==> src/rtl/rr_req_arbiter_if.sv <==
// Request/grant bundle between the requesting masters and the round-robin arbiter.
// The master side drives requests and the mode/lock controls; the slave side returns the grant.
interface rr_req_arbiter_if #(
  parameter int N_REQ = 4
);
  localparam int ID_W = $clog2(N_REQ);

  logic [N_REQ-1:0] req;
  logic             mode;
  logic             lock;
  logic [N_REQ-1:0] gnt;
  logic             gnt_valid;
  logic [ID_W-1:0]  gnt_id;
  logic             preempt;

  modport master (output req, mode, lock, input gnt, gnt_valid, gnt_id, preempt);
  modport slave  (input req, mode, lock, output gnt, gnt_valid, gnt_id, preempt);
endinterface

==> src/rtl/rr_req_arbiter.sv <==
// N-way request arbiter with fixed-priority or round-robin selection.
// Supports a bounded hold time with preemption, which lock suspends; all outputs are registered.
module rr_req_arbiter #(
  parameter  int N_REQ    = 4,
  parameter  int HOLD_MAX = 8,
  localparam int ID_W     = $clog2(N_REQ)
) (
  input  logic             clk,
  input  logic             reset,
  rr_req_arbiter_if.slave  bus
);

  localparam int                CNT_W    = (HOLD_MAX < 2) ? 1 : $clog2(HOLD_MAX + 1);
  localparam logic [CNT_W-1:0]  HOLD_LIM = CNT_W'(HOLD_MAX);
  localparam logic [CNT_W-1:0]  HOLD_ONE = CNT_W'(1);

  typedef enum logic {IDLE, GRANT} state_t;

  state_t           state_p0, state_d;
  logic [N_REQ-1:0] gnt_p0, gnt_d;
  logic [ID_W-1:0]  id_p0, id_d;
  logic             pre_p0, pre_d;
  logic             vld_p0;
  logic [ID_W-1:0]  ptr_p0, ptr_d;
  logic [CNT_W-1:0] hold_p0, hold_d;

  logic             do_grant;
  logic [N_REQ-1:0] cand;
  logic [N_REQ-1:0] others;
  logic [ID_W:0]    win;

  function automatic logic [N_REQ-1:0] onehot(input logic [ID_W-1:0] idx);
    logic [N_REQ-1:0] v;
    v      = '0;
    v[idx] = 1'b1;
    return v;
  endfunction

  // Returns {found, index}; round-robin scans upward from ptr with wraparound.
  function automatic logic [ID_W:0] pick(input logic [N_REQ-1:0] c,
                                         input logic              rr,
                                         input logic [ID_W-1:0]   ptr);
    logic            found;
    logic [ID_W-1:0] idx;
    int              j;
    found = 1'b0;
    idx   = '0;
    for (int off = 0; off < N_REQ; off++) begin
      j = rr ? (int'(ptr) + off) % N_REQ : off;
      if (!found && c[j]) begin
        found = 1'b1;
        idx   = ID_W'(j);
      end
    end
    return {found, idx};
  endfunction

  function automatic logic [ID_W-1:0] next_ptr(input logic [ID_W-1:0] k);
    return (int'(k) == N_REQ - 1) ? '0 : ID_W'(int'(k) + 1);
  endfunction

  always_comb begin
    state_d  = state_p0;
    gnt_d    = gnt_p0;
    id_d     = id_p0;
    pre_d    = 1'b0;
    ptr_d    = ptr_p0;
    hold_d   = hold_p0;
    do_grant = 1'b0;
    cand     = '0;
    others   = bus.req & ~onehot(id_p0);

    case (state_p0)
      IDLE: begin
        if (|bus.req) begin
          do_grant = 1'b1;
          cand     = bus.req;
        end
      end
      GRANT: begin
        if (!bus.req[id_p0]) begin
          if (|others) begin
            do_grant = 1'b1;
            cand     = others;
          end else begin
            state_d = IDLE;
            gnt_d   = '0;
            id_d    = '0;
            hold_d  = '0;
          end
        end else if (HOLD_MAX != 0 && hold_p0 == HOLD_LIM && !bus.lock && |others) begin
          do_grant = 1'b1;
          cand     = others;
          pre_d    = 1'b1;
        end else if (HOLD_MAX != 0 && hold_p0 != HOLD_LIM) begin
          hold_d = hold_p0 + HOLD_ONE;
        end
      end
      default: state_d = IDLE;
    endcase

    win = pick(cand, bus.mode, ptr_p0);
    if (do_grant && win[ID_W]) begin
      state_d = GRANT;
      gnt_d   = onehot(win[ID_W-1:0]);
      id_d    = win[ID_W-1:0];
      hold_d  = HOLD_ONE;
      ptr_d   = next_ptr(win[ID_W-1:0]);
    end
  end

  // Output/control register stage
  always_ff @(posedge clk) begin
    if (reset) begin
      state_p0 <= IDLE;
      gnt_p0   <= '0;
      id_p0    <= '0;
      pre_p0   <= 1'b0;
      vld_p0   <= 1'b0;
      ptr_p0   <= '0;
      hold_p0  <= '0;
    end else begin
      state_p0 <= state_d;
      gnt_p0   <= gnt_d;
      id_p0    <= id_d;
      pre_p0   <= pre_d;
      vld_p0   <= |gnt_d;
      ptr_p0   <= ptr_d;
      hold_p0  <= hold_d;
    end
  end

  assign bus.gnt       = gnt_p0;
  assign bus.gnt_valid = vld_p0;
  assign bus.gnt_id    = id_p0;
  assign bus.preempt   = pre_p0;

endmodule
==> src/flat_wrapper.sv <==
// flat-port wrapper written by rule: the top's interface ports become plain ports
module rr_req_arbiter_flat 
#(
  parameter  int N_REQ    = 4,
  parameter  int HOLD_MAX = 8,
  localparam int ID_W     = $clog2(N_REQ)
)
  (clk, reset, bus_req, bus_mode, bus_lock, bus_gnt, bus_gnt_valid, bus_gnt_id, bus_preempt);
  rr_req_arbiter_if #(.N_REQ(N_REQ)) bus_i ();
  input  logic clk;
  input  logic reset;
  input wire logic [$bits(bus_i.req)-1:0] bus_req;
  input wire logic [$bits(bus_i.mode)-1:0] bus_mode;
  input wire logic [$bits(bus_i.lock)-1:0] bus_lock;
  output wire logic [$bits(bus_i.gnt)-1:0] bus_gnt;
  output wire logic [$bits(bus_i.gnt_valid)-1:0] bus_gnt_valid;
  output wire logic [$bits(bus_i.gnt_id)-1:0] bus_gnt_id;
  output wire logic [$bits(bus_i.preempt)-1:0] bus_preempt;
  assign bus_i.req = bus_req;
  assign bus_i.mode = bus_mode;
  assign bus_i.lock = bus_lock;
  assign bus_gnt = bus_i.gnt;
  assign bus_gnt_valid = bus_i.gnt_valid;
  assign bus_gnt_id = bus_i.gnt_id;
  assign bus_preempt = bus_i.preempt;
  rr_req_arbiter #(.N_REQ(N_REQ), .HOLD_MAX(HOLD_MAX)) u_core (.clk(clk), .reset(reset), .bus(bus_i));
endmodule
==> config.mk <==
export PLATFORM = sky130hd
export DESIGN_NAME = rr_req_arbiter_flat
export DESIGN_NICKNAME = d
export VERILOG_FILES = /design/src/rtl/rr_req_arbiter_if.sv /design/src/rtl/rr_req_arbiter.sv /design/src/flat_wrapper.sv
export SDC_FILE = /design/constraint.sdc
export NUM_CORES = 1
export LEC_CHECK = 0
export BUFFER_PORTS_ARGS = -buffer_cell sky130_fd_sc_hd__buf_2
export CAP_MARGIN = 25
export CELL_PAD_IN_SITES_DETAIL_PLACEMENT = 1
export CELL_PAD_IN_SITES_GLOBAL_PLACEMENT = 2
export CORE_MARGIN = 4
export CORE_UTILIZATION = 25
export CTS_CLUSTER_DIAMETER = 150
export CTS_CLUSTER_SIZE = 30
export DETAILED_ROUTE_END_ITERATION = 8
export PLACE_DENSITY = 0.7
export SYNTH_ARGS = -nofsm -noshare
export SYNTH_HDL_FRONTEND = slang
export SYNTH_SLANG_ARGS = --single-unit
==> constraint.sdc <==
create_clock -name clk -period 4 [get_ports clk]
set_input_delay 1 -clock clk [delete_from_list [all_inputs] [get_ports clk]]
set_output_delay 1 -clock clk [all_outputs]
set_load 0.05 [all_outputs]
# Yosys cells after proc, flatten, opt, wreduce, memory -nomap -nowiden
# Index checks and enable logic that the tools add are counted.
[word_totals]
rom_bits = 0
register_bits = 15
latchBits = 0
output_inout_bits = 8
inputBits = 8
ram_bits = 0
n_memories = 0
elab_cells = 121
[op_classes]
shifts = 0
n_mux = 58
magnitude_cmp = 8
div = 0
multipliers = 0
reduce_logical = 24
n_eq_ne = 11
n_bitwise = 7
add_sub_neg = 5
[ops]
columns = ["cell", "count"]
rows = [
  ["32-bit by 4-bit < comparator with 1-bit output, second input constant", 4],
  ["32-bit 2-to-1 mux", 3],
  ["4-bit 2-to-1 mux", 12],
  ["1-bit 2-to-1 mux", 24],
  ["2-bit 2-to-1 mux", 10],
  ["4-bit OR reduction", 3],
  ["1-bit binary-select mux with 2-bit select", 5],
  ["1-bit logical AND", 8],
  ["2-bit != test, second input constant", 4],
  ["4-bit one-hot mux with 2 select lines", 1],
  ["4-bit AND reduction", 2],
  ["2-bit OR reduction", 4],
  ["2-bit by 3-bit < comparator with 1-bit output, second input constant", 2],
  ["3-bit != test, second input constant", 2],
  ["2-bit by 1-bit adder with 2-bit output, second input constant", 2],
  ["2-bit adder, second input constant", 2],
  ["4-bit by 1-bit adder with 4-bit output, second input constant", 1],
  ["4-bit bitwise AND", 1],
  ["1-bit demux with 2-bit select", 2],
  ["4-bit == test, second input constant", 1],
  ["2-bit by 1-bit greater-or-equal comparator with 1-bit output, second input constant", 2],
  ["1-bit zero test", 4],
  ["4-bit != test, second input constant", 1],
  ["4-bit inverter", 1],
  ["other kinds (9)", 12],
]

# Logic depth before layout (Yosys ltp)
# Gate-level depths: netlist (run 1).
[depth]
ltp_word = 30
depth_mapped = 12
mapped_depth_nobuf = 11

# Worst setup path after synthesis (run 1)
# No wires, ideal clock.
[synth_path]
kind = "input -> register"
from = "in bus_req[3]"
to = "reg u_core.vld_p0, in the netlist u_core.bus.gnt_valid"
setup_time_ps = 132
cell_stages = 9
t_arrival_ps = 3055
path_buffers = 0
required_time_ps = 3868
setup_slack_ps = 813
cell_sequence = "mux4_2 -> nand2_4 -> a21oi_4 -> o311ai_2 -> a211oi_2 -> or3_1 -> ha_1 -> o41ai_1 -> a21oi_1"
[synth_between]
elab_chain_cells = 25
elab_cells_between_ends = 53
cone_classes = "order compare: 2; mux: 38; bitwise: 1; reduce/logical: 12"
[synth_rtl]
columns = ["element", "line", "text"]
rows = [
  ["from (decl)", "flat_wrapper.sv:12", "input wire logic [$bits(bus_i.req)-1:0] bus_req;"],
  ["4-bit bitwise AND", "rr_req_arbiter.sv:71", "others = bus.req & ~onehot(id_p0);"],
  ["4-bit OR reduction", "rr_req_arbiter.sv:82, rr_req_arbiter.sv:91", ""],
  ["1-bit logical AND", "rr_req_arbiter.sv:91", "end else if (HOLD_MAX != 0 && hold_p0 == HOLD_LIM && !bus.lock && |others) begin"],
  ["4-bit 2-to-1 mux", "rr_req_arbiter.sv:91", ""],
  ["4-bit 2-to-1 mux", "rr_req_arbiter.sv:81", "if (!bus.req[id_p0]) begin"],
  ["4-bit one-hot mux with 2 select lines", "rr_req_arbiter.sv:73", "case (state_p0)"],
  ["1-bit binary-select mux with 2-bit select", "rr_req_arbiter.sv:50", "if (!found && c[j]) begin"],
  ["1-bit 2-to-1 mux (implied by the code) (2 in series)", "rr_req_arbiter.sv:50", ""],
  ["[... 8 more ...]", "n/a", ""],
  ["1-bit logical AND", "rr_req_arbiter.sv:50", ""],
  ["2-bit 2-to-1 mux", "rr_req_arbiter.sv:50", ""],
  ["2-bit by 3-bit < comparator with 1-bit output (implied by the code) or 2-bit by 1-bit greater-or-equal comparator with 1-bit output (tied branches)", "rr_req_arbiter.sv:35", "v[idx] = 1'b1;"],
  ["1-bit logical AND (implied by the code)", "rr_req_arbiter.sv:35", ""],
  ["1-bit 2-to-1 mux (implied by the code)", "rr_req_arbiter.sv:35", ""],
  ["1-bit demux with 2-bit select", "n/a", ""],
  ["4-bit 2-to-1 mux *", "rr_req_arbiter.sv:103", "if (do_grant && win[ID_W]) begin"],
  ["4-bit OR reduction *", "rr_req_arbiter.sv:127", "vld_p0 <= |gnt_d;"],
  ["to (signal assigned)", "rr_req_arbiter.sv:127", ""],
  ["to (decl)", "rr_req_arbiter.sv:23", "logic vld_p0;"],
]
# Mark *: on every way between the ends. The rest lies on a longest branch, timed or not. The select of a mux whose other input is x is not followed.
# A chain may end at the register's enable or synchronous reset.

# Worst setup path after layout (run 1)
# Ends and elaborated chain as after synthesis.

==> out/qor.csv, run 1 <==
metric,value,unit
status,"finished, final reports clean",
cts_buffers,3,
slowest_stage,mux4_2,
rsz0062_at_grt,no,
crit_fanout,7,
coreArea,4140,um^2
clk_latency,0.25,ns
cap_violations,0,
p_leak,0.503,nW
cts_sinks,15,
drt-pass1-iter-count,4,
post-place-ws,0.481,ns
fin_skew,0.00281,ns
h-tree-depth,1,
r2r_end,u_core.bus.gnt_valid,
min_period_over_period,81.2,%
worst-endpoint-required,4.13,ns
first_iter_violations,65,
final.setup.tns,0,ns
post_cts_resized,0,
crit_family,compound AO/OA/AOI/OAI gates,
drive_gt1_share,20.0,%
start_kind,input port,
relSlewSlack,56.7,%
grt_pass1_wl,5460,um
dpl.hpwl,2480,um
ys_seq_elements,15,
drt-total-wl,3070,um
cts_tree,done,
hold_viol_final,0,
r2r-start,u_core.bus.gnt_id[0],
start_util,26.8,%
grt_max_degree,14,
io_pins,16,
drt.antenna.violating_nets,0,
pwr-share-seq,33.9,%
cp-startpoint,bus_req[3],
critPathCapture,u_core.bus.gnt_valid,
yosysSeqAreaShare,27.0,%
layout_common_cells,"nand2_1, buf_2, dfxtp_1",
power.density,496,nW/um^2
intPower,0.347,mW
grt_usage,12.5,%
finalMaxSlewViolations,0,
grt_pass1_vias,1117,
avgSynthCellArea,8.23,um^2
cts_hold_buffers,0,
ys_types,45,
area_growth,13.9,%
design.die.area,5570,um^2
antenna_cells,0,
arrival,3.38,ns
synth_cells,135,
drt-vias-per-instance,5.35,
combinationalPowerShare,46.4,%
p_switching,0.281,mW
wire_per_inst,15.3,um
cp.depth,10,
clk_pin_slew,0.06,ns
synthFlopType,dfxtp_1,
swShare,44.7,%
vdd_ir_drop_max,0.155,mV
fp.dieW,74.7,um
path_buf_inv,1,
port_buffers,15,
antenna_found_initial,0,
slowest_delay,0.56,ns
worstHoldPathType,flip-flop to flip-flop,
synth-edff-count,0,
timing.fmax,308,MHz
root_buffer,clkbuf_8,
syn-cell-area,1110,um^2
setup_slack,0.751,ns
cp_cell_sequence,"buf_2, mux4_2, nand2_4, a21oi_4, o311ai_2, a211oi_2, or3_1, ha_1, o41ai_1, a21oi_1",
min_period,3.25,ns
ys_async_sr_fraction,0,%
critPathKind,input port to flip-flop,
tightest_slew,0.644,ns
die_h,74.7,um
r2r_cells,9,
worstHoldPathCells,2,
rows,23,
final_nets,165,
setup_viol,0,
via_count,1070,
overflow,0,
cts_setup_buffers,0,
reg2reg_slack,0.94,ns
setup.worst_path.end_class,flip-flop,
clockPowerShare,19.7,%
drc_errors,0,
clock_path_buffers,2,
gp_congestion,0.858,
synth_nets,149,
yosysWarnings,0,
==> worst min path at each step <==
stage	end	slack, ns	start
3_3_place_gp	u_core.bus.gnt[2]	0.46	u_core.bus.gnt[2]
3_5_place_dp	u_core.bus.gnt[1]	0.48	u_core.bus.gnt[1]
4_1_cts	u_core.bus.gnt[1]	0.49	u_core.bus.gnt[1]
6_report	u_core.bus.gnt[1]	0.48	u_core.bus.gnt[1]
2_1_floorplan	u_core.ptr_p0[1]	0.48	u_core.ptr_p0[1]
5_1_grt	u_core.bus.gnt[3]	0.51	u_core.bus.gnt[3]
==> kinds of logic after synthesis <==
| family | share of synthesized area, % |
|---|---|
| AO/OA/AOI/OAI | 24.3 |
| buffers and inverters | 5.63 |
| XOR/XNOR | 1.58 |
| multiplexers | 4.73 |
| AND/OR/NAND/NOR | 30.0 |
| adder cells (fa/ha/maj) | 6.76 |
| flip-flops | 27.0 |
==> sequential cells by signal, summed over array words and instances, names as in the netlist <==
signal,flops
u_core.bus.preempt,1
u_core.bus.gnt,4
u_core.hold_p0,4
u_core.state_p0,1
u_core.ptr_p0,2
u_core.bus.gnt_valid,1
u_core.bus.gnt_id,2
==> routing by layer <==
metal | GRT usage (%) | wire, um | vias up
met5 | 0 | 0 | -
met1 | 17.1 | 1460 | 511
met4 | 4.15 | 65 | 0
met3 | 2.94 | 87 | 8
met2 | 19.5 | 1460 | 17
li1 | - | - | 534
==> Yosys cell counts, types with 3 or more instances <==
cell	instances	area share [%]
nand2_1	15	5.1
o211ai_1	3	2.0
nor2_1	8	2.7
nand3_1	14	6.3
dfxtp_1	15	27
a21oi_1	9	4.1
nand2b_1	4	2.3
nor3_1	5	2.3
a31oi_1	3	1.7
ha_1	6	6.8
inv_1	7	2.4
o21ai_0	3	1.4
mux2i_1	3	2.7
==> power groups by stage <==
stage / Clock [mW] / Combinational, mW / Sequential, mW
final: 0.124 / 0.291 / 0.213
after global routing: 0.136 / 0.325 / 0.219
after CTS: 0.131 / 0.295 / 0.213
after detailed placement: 0 / 0.294 / 0.217
after global placement: 0 / 0.292 / 0.216
after floorplan: 0 / 0.188 / 0.255
==> tightest hold or removal path: stages (launching register included) <==
cell and delay, ns:
dfxtp_1 0.32, nand3_1 0.06, a21oi_1 0.06
==> final cells by class <==
| type | count | area, um^2 |
|---|---|---|
| clock buffers | 4 | 45.0 |
| fillers | 532 | 2880 |
| inverters | 7 | 26.3 |
| multi-input cells | 108 | 748 |
| flip-flops and latches | 15 | 300 |
| well taps | 50 | 62.6 |
| repair buffers | 16 | 82.6 |
==> through the flow <==
step	util, %	area (um^2)	hold slack, ns	cells	power, mW
6_report	30.5	1260	0.482	200	0.628
5_1_grt	30.5	1260	0.511	200	0.680
4_1_cts	30.5	1260	0.489	200	0.639
2_1_floorplan	-	1110	0.482	135	0.443
3_5_place_dp	29.4	1220	0.480	196	0.511
3_3_place_gp	29.4	1220	0.464	196	0.508
(Power assumes the default switching activity.)
==> inputs of run 2 (changes only) <==
--- a/config.mk
+++ b/config.mk
@@ -5,6 +5,7 @@
 export SDC_FILE = /design/constraint.sdc
 export NUM_CORES = 1
 export LEC_CHECK = 0
+export ABC_AREA = 1
 export BUFFER_PORTS_ARGS = -buffer_cell sky130_fd_sc_hd__buf_2
 export CAP_MARGIN = 25
 export CELL_PAD_IN_SITES_DETAIL_PLACEMENT = 1
@@ -14,7 +15,7 @@
 export CTS_CLUSTER_DIAMETER = 150
 export CTS_CLUSTER_SIZE = 30
 export DETAILED_ROUTE_END_ITERATION = 8
-export PLACE_DENSITY = 0.7
+export PLACE_DENSITY = 0.74
 export SYNTH_ARGS = -nofsm -noshare
 export SYNTH_HDL_FRONTEND = slang
 export SYNTH_SLANG_ARGS = --single-unit
==> constraint.sdc (replaced) <==
create_clock -name clk -period 3.2 [get_ports clk]
set_input_delay 0.8 -clock clk [delete_from_list [all_inputs] [get_ports clk]]
set_output_delay 0.8 -clock clk [all_outputs]
set_load 0.05 [all_outputs]
==> out/qor.csv, run 2 <==
metric,value,unit,change
path_buf_inv,1,,unchanged
worstHoldPathType,flip-flop to flip-flop,,
yosysWarnings,0,,unchanged
drt-vias-per-instance,4.81,,-10%
cp.depth,16,,+6
dpl.hpwl,2490,um,+0.36%
grt_usage,12.2,%,-0.28 points
clk_pin_slew,0.06,ns,about the same
drt-pass1-iter-count,4,,unchanged
crit_fanout,9,,+2
tightest_slew,0.405,ns,-0.239 ns
via_count,1086,,+1.5%
synth-edff-count,0,,unchanged
pwr-share-seq,24.6,%,-9.3 points
layout_common_cells,"nand2_1, nand2_2, nor2_1, buf_2, dfxtp_1",,
min_period_over_period,87.2,%,
design.die.area,5460,um^2,-2.0%
grt_max_degree,13,,-1
critPathKind,flip-flop to flip-flop,,
yosys-top-cells-count,"nand2_1, nand2_2, dfxtp_1, nor2_1, inv_1",,
ys_seq_elements,15,,unchanged
finalMaxSlewViolations,0,,unchanged
post_cts_resized,0,,unchanged
grt_pass1_wl,5290,um,-3.2%
rsz0062_at_grt,no,,
gp_congestion,0.799,,-6.8%
root_buffer,clkbuf_8,,
power.density,978,nW/um^2,+97%
intPower,0.552,mW,+59%
antenna_found_initial,0,,unchanged
overflow,0,,unchanged
drive_gt1_share,29.5,%,+9.5 points
fp.dieW,73.9,um,-1.0%
status,"finished, final reports clean",,
fillCellCount,542,,+1.9%
p_leak,0.595,nW,+18%
worstHoldPathCells,2,,unchanged
rows,23,,unchanged
r2r_cells,16,,+7
fin_area,1240,um^2,-1.6%
avgSynthCellArea,6.79,um^2,-18%
setup.worst_path.end_class,flip-flop,,
grt_pass1_vias,1181,,+5.7%
synth.area.top_cells,"dfxtp_1, nand2_1, nand2_2, ha_1, nand3_1",,
synth_top_area_share,27.6,%,+0.62 points
cts_setup_buffers,0,,unchanged
reg2reg_slack,0.41,ns,-0.53 ns
ys_async_sr_fraction,0,%,unchanged
relSlewSlack,72.7,%,+16 points
vdd_ir_drop_max,0.410,mV,+170%
yosysSeqAreaShare,27.6,%,+0.62 points
start_kind,flip-flop,,
fin_skew,0.00237,ns,-0.000444 ns
area_growth,14.6,%,
cp_cell_sequence,"nand2_1, nand2_2, nand2_2, o21ai_2, nand2_2, nand2_2, nand3_1, nand3_1, nand2_1, a21oi_1, nand2_1, nand2_2, inv_1, ha_1, o21ai_0, a41oi_1",,
final_nets,191,,+16%
worst-endpoint-required,3.30,ns,-0.83 ns
clk_latency,0.24,ns,about the same
port_buffers,15,,unchanged
cts_sinks,15,,unchanged
io_pins,16,,unchanged
crit_family,simple AND/OR/NAND/NOR gates,,
placedCellCount,222,,+13%
antenna_cells,0,,unchanged
cap_violations,0,,unchanged
synth.most_common_cell,nand2_1,,
h-tree-depth,1,,unchanged
wire_per_inst,13.4,um,-13%
drt.antenna.violating_nets,0,,unchanged
slowest_delay,0.57,ns,about the same
setup_slack,0.409,ns,-0.342 ns
swShare,54.7,%,+10 points
timing.fmax,358,MHz,
setup_viol,0,,unchanged
post-place-ws,0.195,ns,-0.286 ns
synth_top_area_cell,dfxtp_1,,
first_iter_violations,37,,-43%
syn-cell-area,1090,um^2,-2.3%
drc_errors,0,,unchanged
timing.critical_path.mode_cell,nand2_2,,
cts_tree,done,,
drt-total-wl,3030,um,-1.2%
cts_buffers,3,,unchanged
start_util,26.6,%,-0.23 points
clock_path_buffers,2,,unchanged
final.setup.tns,0,ns,unchanged
slowest_stage,dfxtp_1,,
multiInputGateArea,672,um^2,-10%
synth_cells,160,,+19%
synthFlopType,dfxtp_1,,
synth_nets,174,,+17%
arrival,2.90,ns,-0.48 ns
ys_types,29,,-36%
combinationalPowerShare,63.0,%,+17 points
layout_commonest_cell,nand2_1,,
clockPowerShare,12.4,%,-7.3 points
place_area,1200,um^2,-1.6%
coreArea,4090,um^2,-1.4%
p_switching,0.666,mW,+140%
final-seq-area,300,um^2,unchanged
hold_viol_final,0,,unchanged
min_period,2.79,ns,
die_h,73.9,um,-1.0%
cts_hold_buffers,0,,unchanged
fin_cells,226,,+13%
run 2: worst reg2reg max path: stages, from the launching register on:
cell,delay [ns]
dfxtp_1,0.57
nand2_1,0.13
nand2_2,0.10
nand2_2,0.06
o21ai_2,0.17
nand2_2,0.14
nand2_2,0.10
nand3_1,0.11
nand3_1,0.15
nand2_1,0.10
a21oi_1,0.13
nand2_1,0.08
nand2_2,0.11
inv_1,0.08
ha_1,0.21
o21ai_0,0.26
a41oi_1,0.16
run 2: cell families after synthesis:
group / share of synthesized area [%]
AND/OR/NAND/NOR: 37.9
AO/OA/AOI/OAI: 15.4
buffers and inverters: 10.5
flip-flops: 27.6
adder cells (fa/ha/maj): 6.91
XOR/XNOR: 1.61
run 2: layout make-up:
class	instances	area share [%]
clock buffer	4	3.62
inverter	22	6.63
multi-input combinational	119	54.0
sequential	15	24.1
tap	50	5.03
timing repair buffer	16	6.63
run 2: path summary, 6_finish.rpt:
check,start,to
worst max-delay path,u_core.bus.gnt_id[1],u_core.bus.gnt_valid
worst min register to register,u_core.hold_p0[1],u_core.hold_p0[1]
worst max register to register,u_core.bus.gnt_id[1],u_core.bus.gnt_valid
worst min-delay path,u_core.hold_p0[1],u_core.hold_p0[1]
run 2: through the flow:
step | util, % | power [mW] | hold slack, ns
floorplan | - | 0.903 | 0.464
global placement | 29.4 | 1.06 | 0.496
detailed placement | 29.4 | 1.07 | 0.502
CTS | 30.5 | 1.23 | 0.516
global route | 30.5 | 1.33 | 0.538
finish | 30.5 | 1.22 | 0.508
run 2: power groups by stage:
| stage | Sequential (mW) | Clock (mW) | Combinational [mW] |
|---|---|---|---|
| 2_1_floorplan | 0.403 | 0 | 0.501 |
| 3_3_place_gp | 0.303 | 0 | 0.752 |
| 3_5_place_dp | 0.304 | 0 | 0.767 |
| 4_1_cts | 0.301 | 0.156 | 0.773 |
| 5_1_grt | 0.310 | 0.168 | 0.855 |
| 6_report | 0.300 | 0.151 | 0.767 |
run 2: layer usage:
metal  vias to the layer above  GRT usage, %  share of wire [%]
met2                        17          21.8                 51
met4                         0          4.43               0.86
met3                         4          2.05                3.3
met5                         -             0                  0
li1                        548             -                  -
met1                       517          14.7                 45
==> inputs of run 3 (changes only) <==
--- a/config.mk
+++ b/config.mk
@@ -8,14 +8,13 @@
 export ABC_AREA = 1
 export BUFFER_PORTS_ARGS = -buffer_cell sky130_fd_sc_hd__buf_2
 export CAP_MARGIN = 25
-export CELL_PAD_IN_SITES_DETAIL_PLACEMENT = 1
-export CELL_PAD_IN_SITES_GLOBAL_PLACEMENT = 2
-export CORE_MARGIN = 4
+export CELL_PAD_IN_SITES_DETAIL_PLACEMENT = 0
+export CELL_PAD_IN_SITES_GLOBAL_PLACEMENT = 1
 export CORE_UTILIZATION = 25
 export CTS_CLUSTER_DIAMETER = 150
 export CTS_CLUSTER_SIZE = 30
 export DETAILED_ROUTE_END_ITERATION = 8
-export PLACE_DENSITY = 0.74
+export PLACE_DENSITY = 0.62
 export SYNTH_ARGS = -nofsm -noshare
 export SYNTH_HDL_FRONTEND = slang
 export SYNTH_SLANG_ARGS = --single-unit
==> out/qor.csv, run 3 (synthesis gave the netlist of run 2 again) <==
metric,value,unit,change
slowest_stage,o21ai_0,,
p_leak,0.591,nW,-0.72%
start_util,26.6,%,unchanged
cts_buffers,3,,unchanged
cts_hold_buffers,0,,unchanged
clock_path_buffers,2,,unchanged
r2r_end,u_core.bus.gnt_valid,,
grt_util_met2,20.7,%,-1.1 points
power.density,977,nW/um^2,-0.18%
design.die.area,4610,um^2,-16%
critPathKind,input port to flip-flop,,
drive_gt1_share,29.1,%,-0.40 points
rows,23,,unchanged
timing.fmax,379,MHz,+5.7%
final_nets,190,,-0.52%
clk_latency,0.25,ns,about the same
drt-total-wl,2620,um,-13%
cts_setup_buffers,0,,unchanged
post_cts_resized,0,,unchanged
start_kind,input port,,
arrival,2.76,ns,-0.14 ns
finalMaxSlewViolations,0,,unchanged
io_pins,16,,unchanged
layout_commonest_cell,nand2_1,,
clk_pin_slew,0.07,ns,about the same
use_met1,16.4,%,+1.8 points
root_buffer,clkbuf_8,,
layout_common_cells,"nand2_1, nand2_2, nor2_1, buf_2, dfxtp_1",,
grt_usage,12.5,%,+0.31 points
min-delay-start,u_core.hold_p0[1],,
drt-vias-per-instance,4.68,,-2.6%
gp_congestion,0.824,,+3.1%
vdd_ir_drop_max,0.409,mV,-0.34%
r2r_cells,16,,unchanged
coreArea,4090,um^2,unchanged
dpl.hpwl,2050,um,-18%
cts_sinks,15,,unchanged
holdPathEnd,u_core.hold_p0[1],,
tightest_slew,0.415,ns,+0.00972 ns
via_count,1053,,-3.0%
final.setup.tns,0,ns,unchanged
relSlewSlack,72.4,%,-0.37 points
min_period,2.64,ns,-0.150 ns
first_iter_violations,42,,+14%
status,"finished, final reports clean",,
drc_errors,0,,unchanged
grt_pass1_vias,958,,-19%
grt.busiest_layer,met2,,
rsz0062_at_grt,no,,
reg2reg_slack,0.58,ns,+0.17 ns
wire_per_inst,11.7,um,-13%
fin_cells,225,,-0.44%
drt.antenna.violating_nets,0,,unchanged
grt_max_degree,13,,unchanged
antenna_cells,0,,unchanged
crit_fanout,7,,-2
timing.critical_path.mode_cell,nand2_1,,
setup_viol,0,,unchanged
port_buffers,15,,unchanged
grtUsageMet3,2.83,%,+0.78 points
h-tree-depth,1,,unchanged
overflow,0,,unchanged
slowest_delay,0.35,ns,-0.22 ns
grt_pass1_wl,4330,um,-18%
antenna_found_initial,0,,unchanged
cp_cell_sequence,"buf_2, nand2_1, inv_1, o21ai_0, nand2_1, a21oi_1, nand2_1, nand2_2, inv_1, ha_1, o21ai_0, a41oi_1",,
r2r-start,u_core.bus.gnt_id[1],,
cts_tree,done,,
fillCellCount,465,,-14%
hold_viol_final,0,,unchanged
min_period_over_period,82.5,%,-4.7 points
fp.dieW,67.9,um,-8.1%
power,1.21,mW,-0.78%
drt-pass1-iter-count,4,,unchanged
worst-endpoint-required,3.32,ns,+0.02 ns
placedCellCount,221,,-0.45%
worstHoldPathType,flip-flop to flip-flop,,
cap_violations,0,,unchanged
area_growth,13.9,%,
worstHoldPathCells,2,,unchanged
die_h,67.9,um,-8.1%
setup.worst_path.end_class,flip-flop,,
fin_skew,0.00432,ns,+0.00195 ns
==> run 3: changes by cell type in the layout (fill, tap and decap cells not counted) <==
cell | before | now
buf_4 | 1 | 0
==> run 3: cell type report <==
type | count | area, um^2 | share of cell area, %
clock buffer | 4 | 45.0 | 3.64
inverter | 22 | 82.6 | 6.67
multi-input combinational | 119 | 672 | 54.3
sequential | 15 | 300 | 24.3
tap | 50 | 62.6 | 5.06
timing repair buffer | 15 | 75.1 | 6.07
==> run 3: worst max path at each step <==
| stage | start | to | slack (ns) |
|---|---|---|---|
| floorplan | u_core.bus.gnt_id[1] | u_core.bus.gnt_valid | 0.66 |
| global placement | bus_mode | u_core.bus.gnt_valid | 0.32 |
| detailed placement | bus_req[3] | u_core.bus.gnt_valid | 0.35 |
| CTS | u_core.bus.gnt_id[1] | u_core.bus.gnt_valid | 0.57 |
| global route | u_core.bus.gnt_id[1] | u_core.bus.gnt_valid | 0.26 |
| finish | bus_mode | u_core.bus.gnt_valid | 0.56 |
==> run 3: through the flow <==
stage          area, um^2  util, %  setup WS [ns]  hold slack, ns
3_5_place_dp         1190     29.2          0.347           0.497
6_report             1240     30.3          0.559           0.514
2_1_floorplan        1090        -          0.660           0.464
3_3_place_gp         1190     29.2          0.318           0.497
5_1_grt              1240     30.3          0.258           0.524
4_1_cts              1240     30.3          0.566           0.514
==> run 3: power breakdown <==
part / internal (mW) / switching [mW]
Clock: 0.0883 / 0.0713
Sequential: 0.242 / 0.0565
Combinational: 0.221 / 0.529
==> run 3: worst max-delay path: cells and delay by family <==
family	cells	cell delay (ns)
AO/OA/AOI/OAI	4	0.90
adder cells (fa/ha/maj)	1	0.20
buffers and inverters	3	0.33
AND/OR/NAND/NOR	4	0.53
==> run 3: per-layer routing <==
metal / routed length (um) / part of all wire (%)
met5: 0 / 0
met4: 23 / 0.88
met3: 129 / 4.9
met2: 1170 / 45
met1: 1300 / 50
